File: config.mk
export PLATFORM = sky130hd
export DESIGN_NAME = leaf_user_demux_1to3
export DESIGN_NICKNAME = d
export VERILOG_FILES = /design/src/rtl/leaf_user_demux_1to3.sv
export SDC_FILE = /design/constraint.sdc
export NUM_CORES = 1
export LEC_CHECK = 0
export BUFFER_PORTS_ARGS = -buffer_cell sky130_fd_sc_hd__buf_2
export CAP_MARGIN = 20
export CORE_MARGIN = 2
export CORE_UTILIZATION = 56
export CTS_BUF_LIST = sky130_fd_sc_hd__clkbuf_8
export CTS_CLUSTER_DIAMETER = 200
export DETAILED_ROUTE_END_ITERATION = 6
export GPL_ROUTABILITY_DRIVEN = 0
export MAX_ROUTING_LAYER = met4
export PLACE_DENSITY = 0.79
export SETUP_SLACK_MARGIN = 0.15
export SLEW_MARGIN = 15
export SYNTH_ARGS = -nofsm -noshare
export SYNTH_HDL_FRONTEND = slang
export SYNTH_SLANG_ARGS = --single-unit
File: constraint.sdc
create_clock -name clk_user -period 3.09 [get_ports clk_user]
set_input_delay 0.1545 -clock clk_user [delete_from_list [all_inputs] [get_ports clk_user]]
set_output_delay 0.1545 -clock clk_user [all_outputs]
set_load 0.02 [all_outputs]
File: src/rtl/leaf_user_demux_1to3.sv
// ---------------------------------------------------------------------------
// leaf_user_demux_1to3
//
// Header-routed 1-to-3 stream demultiplexer on the user side of a leaf.
// Each packet is one header word followed by N payload words. The header
// selects an output port (dest 0/1/2 -> ports 1/2/3) or drop (dest 3), and
// carries N in bits [LEN_BITS+15:16]. Payload words are written into a small
// per-port FIFO whose head drives the matching output stream. The header
// itself is never forwarded.
//
// Ports:
//   clk_user                          user clock, the only clock
//   reset                             synchronous, active-high
//   dout_leaf_interface2user_1        input stream data
//   vld_interface2user_1              input word valid
//   ack_user2interface_1              input word accepted
//   din_leaf_user2interface_1/2/3     output stream data (FIFO head)
//   vld_user2interface_1/2/3          output word valid (FIFO non-empty)
//   ack_interface2user_1/2/3          output word accepted
//   pkt_count                         saturating count of headers, dest 0..2
//   drop_count                        saturating count of headers, dest 3
//   busy                              FSM outside HDR or any FIFO non-empty
// ---------------------------------------------------------------------------
module leaf_user_demux_1to3 #(
    parameter int PAYLOAD_BITS = 32,
    parameter int FIFO_DEPTH   = 4,
    parameter int LEN_BITS     = 16
) (
    input  logic                    clk_user,
    input  logic                    reset,
    input  logic [PAYLOAD_BITS-1:0] dout_leaf_interface2user_1,
    input  logic                    vld_interface2user_1,
    output logic                    ack_user2interface_1,
    output logic [PAYLOAD_BITS-1:0] din_leaf_user2interface_1,
    output logic [PAYLOAD_BITS-1:0] din_leaf_user2interface_2,
    output logic [PAYLOAD_BITS-1:0] din_leaf_user2interface_3,
    output logic                    vld_user2interface_1,
    output logic                    vld_user2interface_2,
    output logic                    vld_user2interface_3,
    input  logic                    ack_interface2user_1,
    input  logic                    ack_interface2user_2,
    input  logic                    ack_interface2user_3,
    output logic [LEN_BITS-1:0]     pkt_count,
    output logic [LEN_BITS-1:0]     drop_count,
    output logic                    busy
);

    localparam int PTR_BITS = (FIFO_DEPTH > 1) ? $clog2(FIFO_DEPTH) : 1;
    localparam int CNT_BITS = PTR_BITS + 1;

    typedef enum logic [1:0] {
        HDR  = 2'd0,
        FWD  = 2'd1,
        DROP = 2'd2
    } state_t;

    state_t                  r_state;
    logic [1:0]              r_dest;
    logic [LEN_BITS-1:0]     r_remain;
    logic [LEN_BITS-1:0]     r_pktCount;
    logic [LEN_BITS-1:0]     r_dropCount;

    logic                    w_inAck;
    logic                    w_inXfer;
    logic [1:0]              w_hdrDest;
    logic [LEN_BITS-1:0]     w_hdrLen;
    logic [3:0]              w_full;
    logic [2:0]              w_empty;
    logic [2:0]              w_outAck;
    logic [PAYLOAD_BITS-1:0] w_headData [3];

    assign w_hdrDest = dout_leaf_interface2user_1[1:0];
    assign w_hdrLen  = dout_leaf_interface2user_1[LEN_BITS+15:16];
    assign w_outAck  = {ack_interface2user_3, ack_interface2user_2, ack_interface2user_1};

    // The drop destination never owns a FIFO; tying its full flag high keeps
    // the r_dest index in range without a special case.
    assign w_full[3] = 1'b1;

    // Input ack looks only at registered state (FSM, latched dest, full
    // flags) so it never combinationally depends on the output-side acks.
    // A full FIFO stalls the input even if it is being popped this cycle.
    always_comb begin
        w_inAck = 1'b0;
        if (!reset) begin
            case (r_state)
                HDR:     w_inAck = 1'b1;
                FWD:     w_inAck = !w_full[r_dest];
                DROP:    w_inAck = 1'b1;
                default: w_inAck = 1'b0;
            endcase
        end
    end

    assign w_inXfer = w_inAck && vld_interface2user_1;

    // Packet parser: latches dest and length from the header, bumps the
    // matching counter once per header (including zero-length ones), and
    // counts payload words down until the packet ends.
    always_ff @(posedge clk_user) begin
        if (reset) begin
            r_state     <= HDR;
            r_dest      <= 2'd0;
            r_remain    <= '0;
            r_pktCount  <= '0;
            r_dropCount <= '0;
        end else begin
            case (r_state)
                HDR: begin
                    if (w_inXfer) begin
                        r_dest   <= w_hdrDest;
                        r_remain <= w_hdrLen;
                        if (w_hdrDest == 2'd3) begin
                            if (r_dropCount != '1)
                                r_dropCount <= r_dropCount + LEN_BITS'(1);
                            if (w_hdrLen != '0)
                                r_state <= DROP;
                        end else begin
                            if (r_pktCount != '1)
                                r_pktCount <= r_pktCount + LEN_BITS'(1);
                            if (w_hdrLen != '0)
                                r_state <= FWD;
                        end
                    end
                end
                FWD, DROP: begin
                    if (w_inXfer) begin
                        r_remain <= r_remain - LEN_BITS'(1);
                        if (r_remain == LEN_BITS'(1))
                            r_state <= HDR;
                    end
                end
                default: r_state <= HDR;
            endcase
        end
    end

    // One FIFO per output port. Pointers wrap naturally because the depth
    // is a power of two; the separate occupancy count distinguishes full
    // from empty.
    for (genvar k = 0; k < 3; k++) begin : g_fifo
        logic [PAYLOAD_BITS-1:0] r_mem [FIFO_DEPTH];
        logic [PTR_BITS-1:0]     r_wrPtr;
        logic [PTR_BITS-1:0]     r_rdPtr;
        logic [CNT_BITS-1:0]     r_count;
        logic                    w_push;
        logic                    w_pop;

        assign w_push    = w_inXfer && (r_state == FWD) && (r_dest == 2'(k));
        assign w_pop     = !w_empty[k] && w_outAck[k];
        assign w_full[k]  = (r_count == CNT_BITS'(FIFO_DEPTH));
        assign w_empty[k] = (r_count == '0);

        // Head data is forced to zero while empty so the output bus reads
        // zero out of reset without needing to clear the storage array.
        assign w_headData[k] = w_empty[k] ? '0 : r_mem[r_rdPtr];

        // Pointer and occupancy bookkeeping; a simultaneous push and pop
        // leaves the occupancy unchanged.
        always_ff @(posedge clk_user) begin
            if (reset) begin
                r_wrPtr <= '0;
                r_rdPtr <= '0;
                r_count <= '0;
            end else begin
                if (w_push)
                    r_wrPtr <= r_wrPtr + PTR_BITS'(1);
                if (w_pop)
                    r_rdPtr <= r_rdPtr + PTR_BITS'(1);
                case ({w_push, w_pop})
                    2'b10:   r_count <= r_count + CNT_BITS'(1);
                    2'b01:   r_count <= r_count - CNT_BITS'(1);
                    default: r_count <= r_count;
                endcase
            end
        end

        // Storage is written without reset; stale contents are never
        // visible because the head is masked while the FIFO is empty.
        always_ff @(posedge clk_user) begin
            if (w_push)
                r_mem[r_wrPtr] <= dout_leaf_interface2user_1;
        end
    end

    assign ack_user2interface_1      = w_inAck;
    assign din_leaf_user2interface_1 = w_headData[0];
    assign din_leaf_user2interface_2 = w_headData[1];
    assign din_leaf_user2interface_3 = w_headData[2];
    assign vld_user2interface_1      = !w_empty[0];
    assign vld_user2interface_2      = !w_empty[1];
    assign vld_user2interface_3      = !w_empty[2];
    assign pkt_count                 = r_pktCount;
    assign drop_count                = r_dropCount;
    assign busy                      = (r_state != HDR) || (w_empty != 3'b111);

endmodule

==> results_dict.tcl, run 1 <==
set metrics [dict create \
    path_cells "ha_1 > or3b_2 > a2111oi_4 > nand2_2 > ha_1 > inv_1 > fa_1 > xor2_1 > or3_1 > a21oi_1" \
    hold_viol_final 0 \
    die_x_um 187 \
    post-place-ws_ns 0.308 \
    p_sw_share_pct 22.8 \
    cts_resized 0 \
    final_common_cell "edfxtp_1" \
    grt_pass1_vias 11200 \
    synth_cells 1129 \
    power_leakage_nw 7.79 \
    holdPathEnd "g_fifo[1].r_rdPtr[0]" \
    cpMostUsedCell "ha_1" \
    min_from "ack_interface2user_2" \
    yosysSeqAreaShare_pct 69.8 \
    synth.avg_cell_area_um2 16.6 \
    drive_above_1_share_pct 29.1 \
    status "complete, no violations" \
    cp-start-kind "flop" \
    async_flop_share_pct 0 \
    relSlewSlack_pct 47.8 \
    fmax_mhz 354 \
    clk_pin_slew_worst_paths_ns 0.06 \
    track_usage_pct 25.4 \
    ys_types 61 \
    overflow 0 \
    maxSlewViolCount 0 \
    p_switching_mw 2.83 \
    synth_ff_type "edfxtp_1" \
    antenna_found_initial 1 \
    routedWlPerCell_um 22.7 \
    p_int_mw 9.58 \
    power_density_nw_per_um2 560 \
    layout_setup_ws_ns 0.266 \
    highest_layer "met4" \
    cts_sinks 463 \
    placementRows 67 \
    synth_enable_flop_cells 384 \
    syn_to_final_growth_pct 17.9 \
    endpoint_kind "flop" \
    cp.required_ns 3.61 \
    num_vias 11200 \
    die_y_um 187 \
    post-route-min-period_ns 2.82 \
    cts_tree "built" \
    critPathKind "flop to flop" \
    insertion_delay_ns 0.62 \
    cts_max_level 3 \
    vias_per_cell 5.88 \
    power_frac_comb_pct 5.0 \
    drt_wl_total_um 43000 \
    netlist_area_um2 18800 \
    wl_met3_um 2860 \
    tns_ns 0 \
    setup_viol 0 \
    slowest_delay_ns 0.56 \
    finalCritPeriodShare_pct 91.4 \
    path_buf_inv 1 \
    drt_iter0_markers 866 \
    dieArea_um2 35000 \
    syn_nets 1193 \
    mostFrequentLayoutCells "edfxtp_1, buf_2, and2_1" \
    drtAntennaViolNets 0 \
    synth_warnings 0 \
    cap_viol_max_count 0 \
    ir_drop_mv 0.381 \
    wl_met1_um 17000 \
    r2r_end "g_fifo[2].r_count[2]" \
    ios 171 \
    pwr-share-clk_pct 40.0 \
    r2r_slack_ns 0.27 \
    cts_setup_buffers 0 \
    cp.arrival_ns 3.35 \
    worst-path-max-fanout 5 \
    coreArea_um2 33300 \
    worst_pin_slew_ns 0.782 \
    portBuffers 170 \
    min_path_cells 4 \
    rr_worst_depth 10 \
    grt_first_pass_wirelength_um 65300 \
    hp-class "primary input to flop" \
    dp_hpwl_um 27700 \
    drtPass1Iterations 5 \
    wl_met2_um 22100 \
    start_util_pct 56.4 \
    root_buffer "clkbuf_8" \
    cp_slowest_cell "or3b_2" \
    worst_r2r_startpoint "r_state[0]" \
    grt_max_degree 43 \
    cp_top_family "simple AND/OR/NAND/NOR gates" \
    cts_buffers 75 \
    cts_max_path_buffers 3 \
    power_frac_seq_pct 55.0 \
    drc 0 \
    fin_nets 1455 \
    fin_skew_ns 0.0318 \
    rsz0062_at_grt "no" \
    ys_seq_elements 463 \
]
through the flow:
stage / utilization (%) / hold slack, ns / total power [mW] / cells / area (um^2)
floorplan: - / 0.253 / 7.28 / 1129 / 18800
global placement: 61.3 / 0.461 / 7.52 / 1731 / 20400
detailed placement: 61.3 / 0.471 / 7.54 / 1731 / 20400
CTS: 66.5 / 0.0209 / 12.5 / 1897 / 22100
global route: 66.5 / 0.0603 / 12.8 / 1898 / 22100
finish: 66.5 / 0.0470 / 12.4 / 1899 / 22100
registers in the layout, indices dropped and copies added (netlist names), named ones only:
register and flops:
r_state 2, r_dest 2, r_remain 16, g_fifo.r_rdPtr 6
g_fifo.r_mem 384, g_fifo.r_count 9, pkt_count 16, g_fifo.r_wrPtr 6
drop_count 16
tightest hold or removal path, delay by kind of cell:
kind                   cells  cell delay [ns]
AND/OR/NAND/NOR            2             0.27
buffers and inverters      1             0.09
XOR/XNOR                   1             0.10
timing repair:
action / CTS / global route
endpoints found under the setup margin: 0 / 2
hold buffers: 31 / 0
endpoints found under the hold margin: 373 / 0
how the worst max path moves through the flow:
stage	startpoint	end	slack, ns	cells past startpoint
detailed placement	r_state[0]	g_fifo[2].r_count[2]	0.31	10
finish	r_state[0]	g_fifo[2].r_count[2]	0.27	10
global route	r_state[1]	g_fifo[2].r_count[2]	0.15	12
global placement	r_state[0]	g_fifo[0].r_count[2]	0.41	10
CTS	r_state[0]	g_fifo[2].r_count[2]	0.26	10
floorplan	r_state[0]	g_fifo[0].r_mem[0][0]	0.20	5
cell usage after synthesis (12+ instances only):
| cell | number | area [um^2] |
|---|---|---|
| and2_1 | 104 | 651 |
| or3_1 | 13 | 81.3 |
| and3_1 | 19 | 119 |
| dfxtp_1 | 79 | 1580 |
| a21oi_1 | 34 | 170 |
| edfxtp_1 | 384 | 11500 |
| ha_1 | 23 | 288 |
| nand2_1 | 35 | 131 |
| nand3_1 | 19 | 95.1 |
| mux4_2 | 96 | 2160 |
| xnor2_1 | 23 | 201 |
| xor2_1 | 14 | 123 |
| nor4_1 | 12 | 75.1 |
| inv_1 | 34 | 128 |
| nand4_1 | 12 | 75.1 |
| nor2_1 | 60 | 225 |
| clkbuf_1 | 35 | 131 |
| o21ai_0 | 21 | 105 |
layout make-up:
class	count	area [um^2]
Antenna cell	2	5.00
Inverter	34	128
Clock inverter	56	334
Timing Repair Buffer	236	1570
Tap cell	448	561
Clock buffer	79	1090
Multi-Input combinational cell	581	5340
Fill cell	2216	11100
Sequential cell	463	13100
per-layer routing:
layer | vias to the layer above | GRT usage, %
met5 | - | -
met4 | 0 | 8.67
met3 | 88 | 3.60
met2 | 533 | 42.3
met1 | 5631 | 32.4
li1 | 4920 | -
power by group through the flow:
stage	registers [mW]	logic, mW	clock network, mW
finish	6.83	0.619	4.96
global route	6.83	0.668	5.29
CTS	6.83	0.614	5.05
detailed placement	6.96	0.582	0
global placement	6.95	0.564	0
floorplan	6.95	0.332	0
logic make-up after synthesis:
| logic type | count (synthesis) | share of synthesized area, % |
|---|---|---|
| AOI/OAI and AO/OA | 105 | 3.79 |
| xor gates and xnor gates | 37 | 1.73 |
| adders and majority gates | 26 | 1.85 |
| buffers and inverters | 85 | 1.81 |
| DFF | 463 | 69.8 |
| muxes | 100 | 11.8 |
| and+or+nand+nor | 313 | 9.25 |
No activity file was read; power rests on OpenSTA's default activity.
==> run 2, diff against run 1 <==
--- a/config.mk
+++ b/config.mk
@@ -5,16 +5,16 @@
 export SDC_FILE = /design/constraint.sdc
 export NUM_CORES = 1
 export LEC_CHECK = 0
-export BUFFER_PORTS_ARGS = -buffer_cell sky130_fd_sc_hd__buf_2
 export CAP_MARGIN = 20
 export CORE_MARGIN = 2
-export CORE_UTILIZATION = 56
+export CORE_UTILIZATION = 59
 export CTS_BUF_LIST = sky130_fd_sc_hd__clkbuf_8
 export CTS_CLUSTER_DIAMETER = 200
 export DETAILED_ROUTE_END_ITERATION = 6
+export DONT_BUFFER_PORTS = 1
 export GPL_ROUTABILITY_DRIVEN = 0
 export MAX_ROUTING_LAYER = met4
-export PLACE_DENSITY = 0.79
+export PLACE_DENSITY = 0.78
 export SETUP_SLACK_MARGIN = 0.15
 export SLEW_MARGIN = 15
 export SYNTH_ARGS = -nofsm -noshare
==> results_dict.tcl, run 2 (synthesized netlist as in run 1, its figures left out) <==
set metrics [dict create \
    status "complete, no violations" \
    fin_skew_ns 0.0301 \
    drt_iter0_markers 1084 \
    clk_pin_slew_worst_paths_ns 0.06 \
    antenna_found_initial 6 \
    overflow 0 \
    cp.required_ns 3.59 \
    cts_sinks 463 \
    drtAntennaViolNets 0 \
    power_leakage_nw 6.92 \
    dpl_cell_area_um2 19400 \
    die_x_um 182 \
    dieArea_um2 33300 \
    endpoint_kind "flop" \
    grt_first_pass_wirelength_um 62200 \
    utilization_pct 67.6 \
    post-route-min-period_ns 2.79 \
    fin_nets 1294 \
    fmax_mhz 358 \
    portBuffers 0 \
    worst-path-max-fanout 5 \
    ios 171 \
    setup_viol 0 \
    slowest_delay_ns 0.55 \
    grt_pass1_vias 10400 \
    cts_max_level 3 \
    routedWlPerCell_um 24.7 \
    num_vias 10300 \
    critPathKind "flop to flop" \
    finalCritPeriodShare_pct 90.3 \
    maxSlewViolCount 0 \
    root_buffer "clkbuf_8" \
    rsz0062_at_grt "no" \
    path_cells "ha_1 > or3b_2 > a2111oi_4 > buf_4 > nand2_2 > ha_1 > inv_1 > fa_1 > xor2_1 > or3_1 > a21oi_1" \
    die_y_um 182 \
    insertion_delay_ns 0.60 \
    drtPass1Iterations 5 \
    ir_drop_mv 0.310 \
    cts_tree "built" \
    cp-start-kind "flop" \
    drt_wl_total_um 41800 \
    cts_max_path_buffers 3 \
    grt_max_degree 66 \
    track_usage_pct 26.1 \
    cp.arrival_ns 3.30 \
    drive_above_1_share_pct 20.2 \
    cap_viol_max_count 0 \
    largest_register_ffs 384 \
    tns_ns 0 \
    hp-class "primary input to flop" \
    cts_buffers 73 \
    drc 0 \
    placementRows 65 \
    dp_hpwl_um 25400 \
    hold_viol_final 0 \
    worst_pin_slew_ns 0.915 \
    syn_to_final_growth_pct 13.3 \
    power_density_nw_per_um2 578 \
    coreArea_um2 31500 \
    stdcell_area_um2 21300 \
    largest_register "g_fifo.r_mem" \
    mostFrequentLayoutCells "edfxtp_1, and2_1, mux4_2" \
    start_util_pct 59.7 \
    final_common_cell "edfxtp_1" \
    relSlewSlack_pct 39.0 \
    cpMostUsedCell "ha_1" \
    vias_per_cell 6.11 \
    cp_slowest_cell "or3b_2" \
    nFillCells 2027 \
]
run 2: cell count changes in the layout (fill, tap and decap cells not counted), moves of 4 or more:
cell | previous run | this run
inv_1 | 62 | 54
buf_2 | 170 | 0
buf_4 | 23 | 31
buf_12 | 12 | 6
clkinv_1 | 15 | 19
dlygate4sd3_1 | 31 | 39
run 2: path summary, 6_finish.rpt:
path	from	cells past startpoint	end	slack (ns)
setup / recovery	r_state[0]	11	g_fifo[2].r_count[2]	0.30
hold / removal	reset	4	r_remain[4]	0.02
setup reg to reg	r_state[0]	11	g_fifo[2].r_count[2]	0.30
hold reg to reg	r_remain[11]	2	r_remain[11]	0.48
run 2: metal layers:
| layer | global-route usage (%) | vias to the layer above | part of all wire [%] |
|---|---|---|---|
| met2 | 41.6 | 468 | 50 |
| li1 | - | 4597 | - |
| met1 | 33.8 | 5220 | 39 |
| met3 | 6.39 | 60 | 8.6 |
| met4 | 7.61 | 0 | 1.8 |
| met5 | - | - | 0 |
run 2: cell type report:
| type | count | area, um^2 | share of cell area (%) |
|---|---|---|---|
| clock buffer | 82 | 1130 | 5.30 |
| inverter | 34 | 128 | 0.600 |
| timing repair buffer | 77 | 771 | 3.62 |
| clock inverter | 51 | 278 | 1.31 |
| multi-input combinational | 581 | 5340 | 25.1 |
| antenna | 3 | 7.51 | 0.0353 |
| tap | 402 | 503 | 2.36 |
| sequential | 463 | 13100 | 61.7 |
run 2: worst max-delay path, delay by kind of cell, from the launching register on:
kind	cells	cell delay (ns)
XOR/XNOR	1	0.08
adder cells (fa/ha/maj)	3	0.68
buffers and inverters	2	0.25
flip-flops	1	0.33
AND/OR/NAND/NOR	3	0.92
AO/OA/AOI/OAI	2	0.47
run 2: stage by stage:
stage / cells / total power [mW] / setup WS [ns] / hold slack, ns
final: 1693 / 12.3 / 0.298 / 0.0240
after global routing: 1693 / 12.7 / 0.155 / 0.0199
after CTS: 1689 / 12.4 / 0.313 / 0.000148
after detailed placement: 1516 / 7.37 / 0.288 / 0.234
after global placement: 1516 / 7.36 / 0.413 / 0.233
after floorplan: 1129 / 7.28 / 0.202 / 0.253
run 2: repair_timing:
action	CTS	global route
gates resized for setup	0	0
hold buffers	40	0
hold endpoints to repair	459	0
buffers inserted	0	1
setup endpoints to repair	0	2
run 2: report_power, final:
group          leakage, nW  internal [mW]  switching (mW)
Combinational         2.04          0.185           0.374
Sequential            4.09           6.79          0.0409
Clock                0.794           2.61            2.29
==> run 3, diff against run 2 <==
--- a/config.mk
+++ b/config.mk
@@ -6,15 +6,17 @@
 export NUM_CORES = 1
 export LEC_CHECK = 0
 export CAP_MARGIN = 20
+export CELL_PAD_IN_SITES_DETAIL_PLACEMENT = 2
+export CELL_PAD_IN_SITES_GLOBAL_PLACEMENT = 2
 export CORE_MARGIN = 2
-export CORE_UTILIZATION = 59
+export CORE_UTILIZATION = 44
 export CTS_BUF_LIST = sky130_fd_sc_hd__clkbuf_8
 export CTS_CLUSTER_DIAMETER = 200
 export DETAILED_ROUTE_END_ITERATION = 6
 export DONT_BUFFER_PORTS = 1
 export GPL_ROUTABILITY_DRIVEN = 0
 export MAX_ROUTING_LAYER = met4
-export PLACE_DENSITY = 0.78
+export PLACE_DENSITY_LB_ADDON = 0.1
 export SETUP_SLACK_MARGIN = 0.15
 export SLEW_MARGIN = 15
 export SYNTH_ARGS = -nofsm -noshare
==> results_dict.tcl, run 3 (synthesized netlist as in run 1, its figures left out) <==
set metrics [dict create \
    post-place-ws_ns 0.284 \
    drc 0 \
    largest_register "g_fifo.r_mem" \
    clk_pin_slew_worst_paths_ns 0.07 \
    dp_hpwl_um 34500 \
    drive_above_1_share_pct 21.9 \
    grt_first_pass_wirelength_um 85200 \
    drtAntennaViolNets 0 \
    holdWs_ns 0.0637 \
    die_x_um 211 \
    hp-class "primary input to flop" \
    finalPower_mw 12.9 \
    final_common_cell "edfxtp_1" \
    start_util_pct 44.7 \
    cts_sinks 463 \
    finalCritPeriodShare_pct 91.3 \
    layout_setup_ws_ns 0.270 \
    endpoint_kind "flop" \
    nFillCells 3805 \
    rsz0062_at_grt "no" \
    cap_viol_max_count 0 \
    mostFrequentLayoutCells "edfxtp_1, and2_1, mux4_2" \
    portBuffers 0 \
    die_y_um 211 \
    tns_ns 0 \
    maxSlewViolCount 0 \
    cp.required_ns 3.67 \
    cts_tree "built" \
    power_density_nw_per_um2 594 \
    cts_max_level 3 \
    drtPass1Iterations 5 \
    path_cells "inv_1 > ha_4 > inv_1 > a311o_1 > buf_4 > a211oi_2 > buf_4 > nand3_1 > a21oi_1 > dlygate4sd3_1" \
    fin_nets 1315 \
    vias_per_cell 5.89 \
    syn_to_final_growth_pct 15.5 \
    hold_viol_final 0 \
    post-route-min-period_ns 2.82 \
    routedWlPerCell_um 31.6 \
    largest_register_ffs 384 \
    power_leakage_nw 7.05 \
    worst-path-max-fanout 6 \
    worst_pin_slew_ns 0.921 \
    num_vias 11000 \
    ios 171 \
    fmax_mhz 355 \
    cts_max_path_buffers 3 \
    cp-start-kind "flop" \
    cts_buffers 79 \
    antenna_found_initial 10 \
    multi_input_area_um2 5380 \
    ir_drop_mv 0.278 \
    grt_max_degree 70 \
    relSlewSlack_pct 38.6 \
    dieArea_um2 44400 \
    placementRows 75 \
    drt_wl_total_um 58900 \
    status "complete, no violations" \
    coreArea_um2 42000 \
    overflow 0 \
    track_usage_pct 27.7 \
    root_buffer "clkbuf_8" \
    grt_pass1_vias 12000 \
    cp.arrival_ns 3.40 \
    fin_skew_ns 0.0274 \
    critPathKind "flop to flop" \
    seq_area_um2 13100 \
    drt_iter0_markers 820 \
    cp_slowest_cell "dlygate4sd3_1" \
    slowest_delay_ns 0.55 \
    insertion_delay_ns 0.65 \
    setup_viol 0 \
]
-- run 3: changes by cell type in the layout (fill, tap and decap cells not counted), moves of 2 or more --
cell | previous run | this run
buf_4 | 31 | 45
clkbuf_8 | 82 | 86
clkinv_1 | 19 | 13
clkinv_2 | 6 | 9
clkinvlp_4 | 1 | 5
diode_2 | 3 | 10
dlygate4sd3_1 | 39 | 41
ha_1 | 23 | 21
ha_4 | 0 | 2
inv_1 | 54 | 60
-- run 3: cell type report --
class,count,area share (%)
clock inverters,57,1.45
inverters,34,0.588
repair buffers,92,4.04
diodes,10,0.115
clock buffers,86,5.46
flip-flops and latches,463,60.5
well taps,539,3.11
multi-input cells,581,24.8
-- run 3: power by group --
group	switching (mW)	internal, mW	leakage (nW)
sequential	0.0444	6.79	4.09
combinational	0.419	0.198	2.11
clock	2.70	2.75	0.853
total	3.16	9.73	7.05
-- run 3: path summary, 6_finish.rpt --
path	start	to	slack [ns]	cells after the start
max	r_state[1]	r_remain[8]	0.27	10
min	dout_leaf_interface2user_1[1]	drop_count[1]	0.06	4
max reg2reg	r_state[1]	r_remain[8]	0.27	10
min reg2reg	r_remain[11]	r_remain[11]	0.49	2
-- run 3: metal layers --
metal  part of all wire (%)  wire length, um  global-route usage (%)
met1                     40            23300                    33.5
met3                    5.4             3200                    5.60
met4                    2.7             1610                    8.67
met2                     52            30800                    46.8
met5                      0                0                       -
-- run 3: worst max-delay path: cells and delay by family, from the launching register on --
family / cells / cell delay [ns]
AOI/OAI and AO/OA: 3 / 1.05
adders and majority gates: 1 / 0.16
buffers and inverters: 5 / 1.16
DFF: 1 / 0.33
and+or+nand+nor: 1 / 0.07
-- run 3: stage by stage --
step | utilization, % | cell area [um^2] | std cells
6_report | 51.6 | 21700 | 1862
5_1_grt | 51.6 | 21700 | 1861
4_1_cts | 51.4 | 21600 | 1846
3_5_place_dp | 46.8 | 19700 | 1661
3_3_place_gp | 46.8 | 19700 | 1661
2_1_floorplan | - | 18800 | 1129
-- run 3: timing repair --
action | CTS | global route
hold buffers | 42 | 0
resized for setup | 0 | 6
endpoints found under the hold margin | 459 | 0
setup buffers | 0 | 6
setup endpoints to repair | 0 | 5
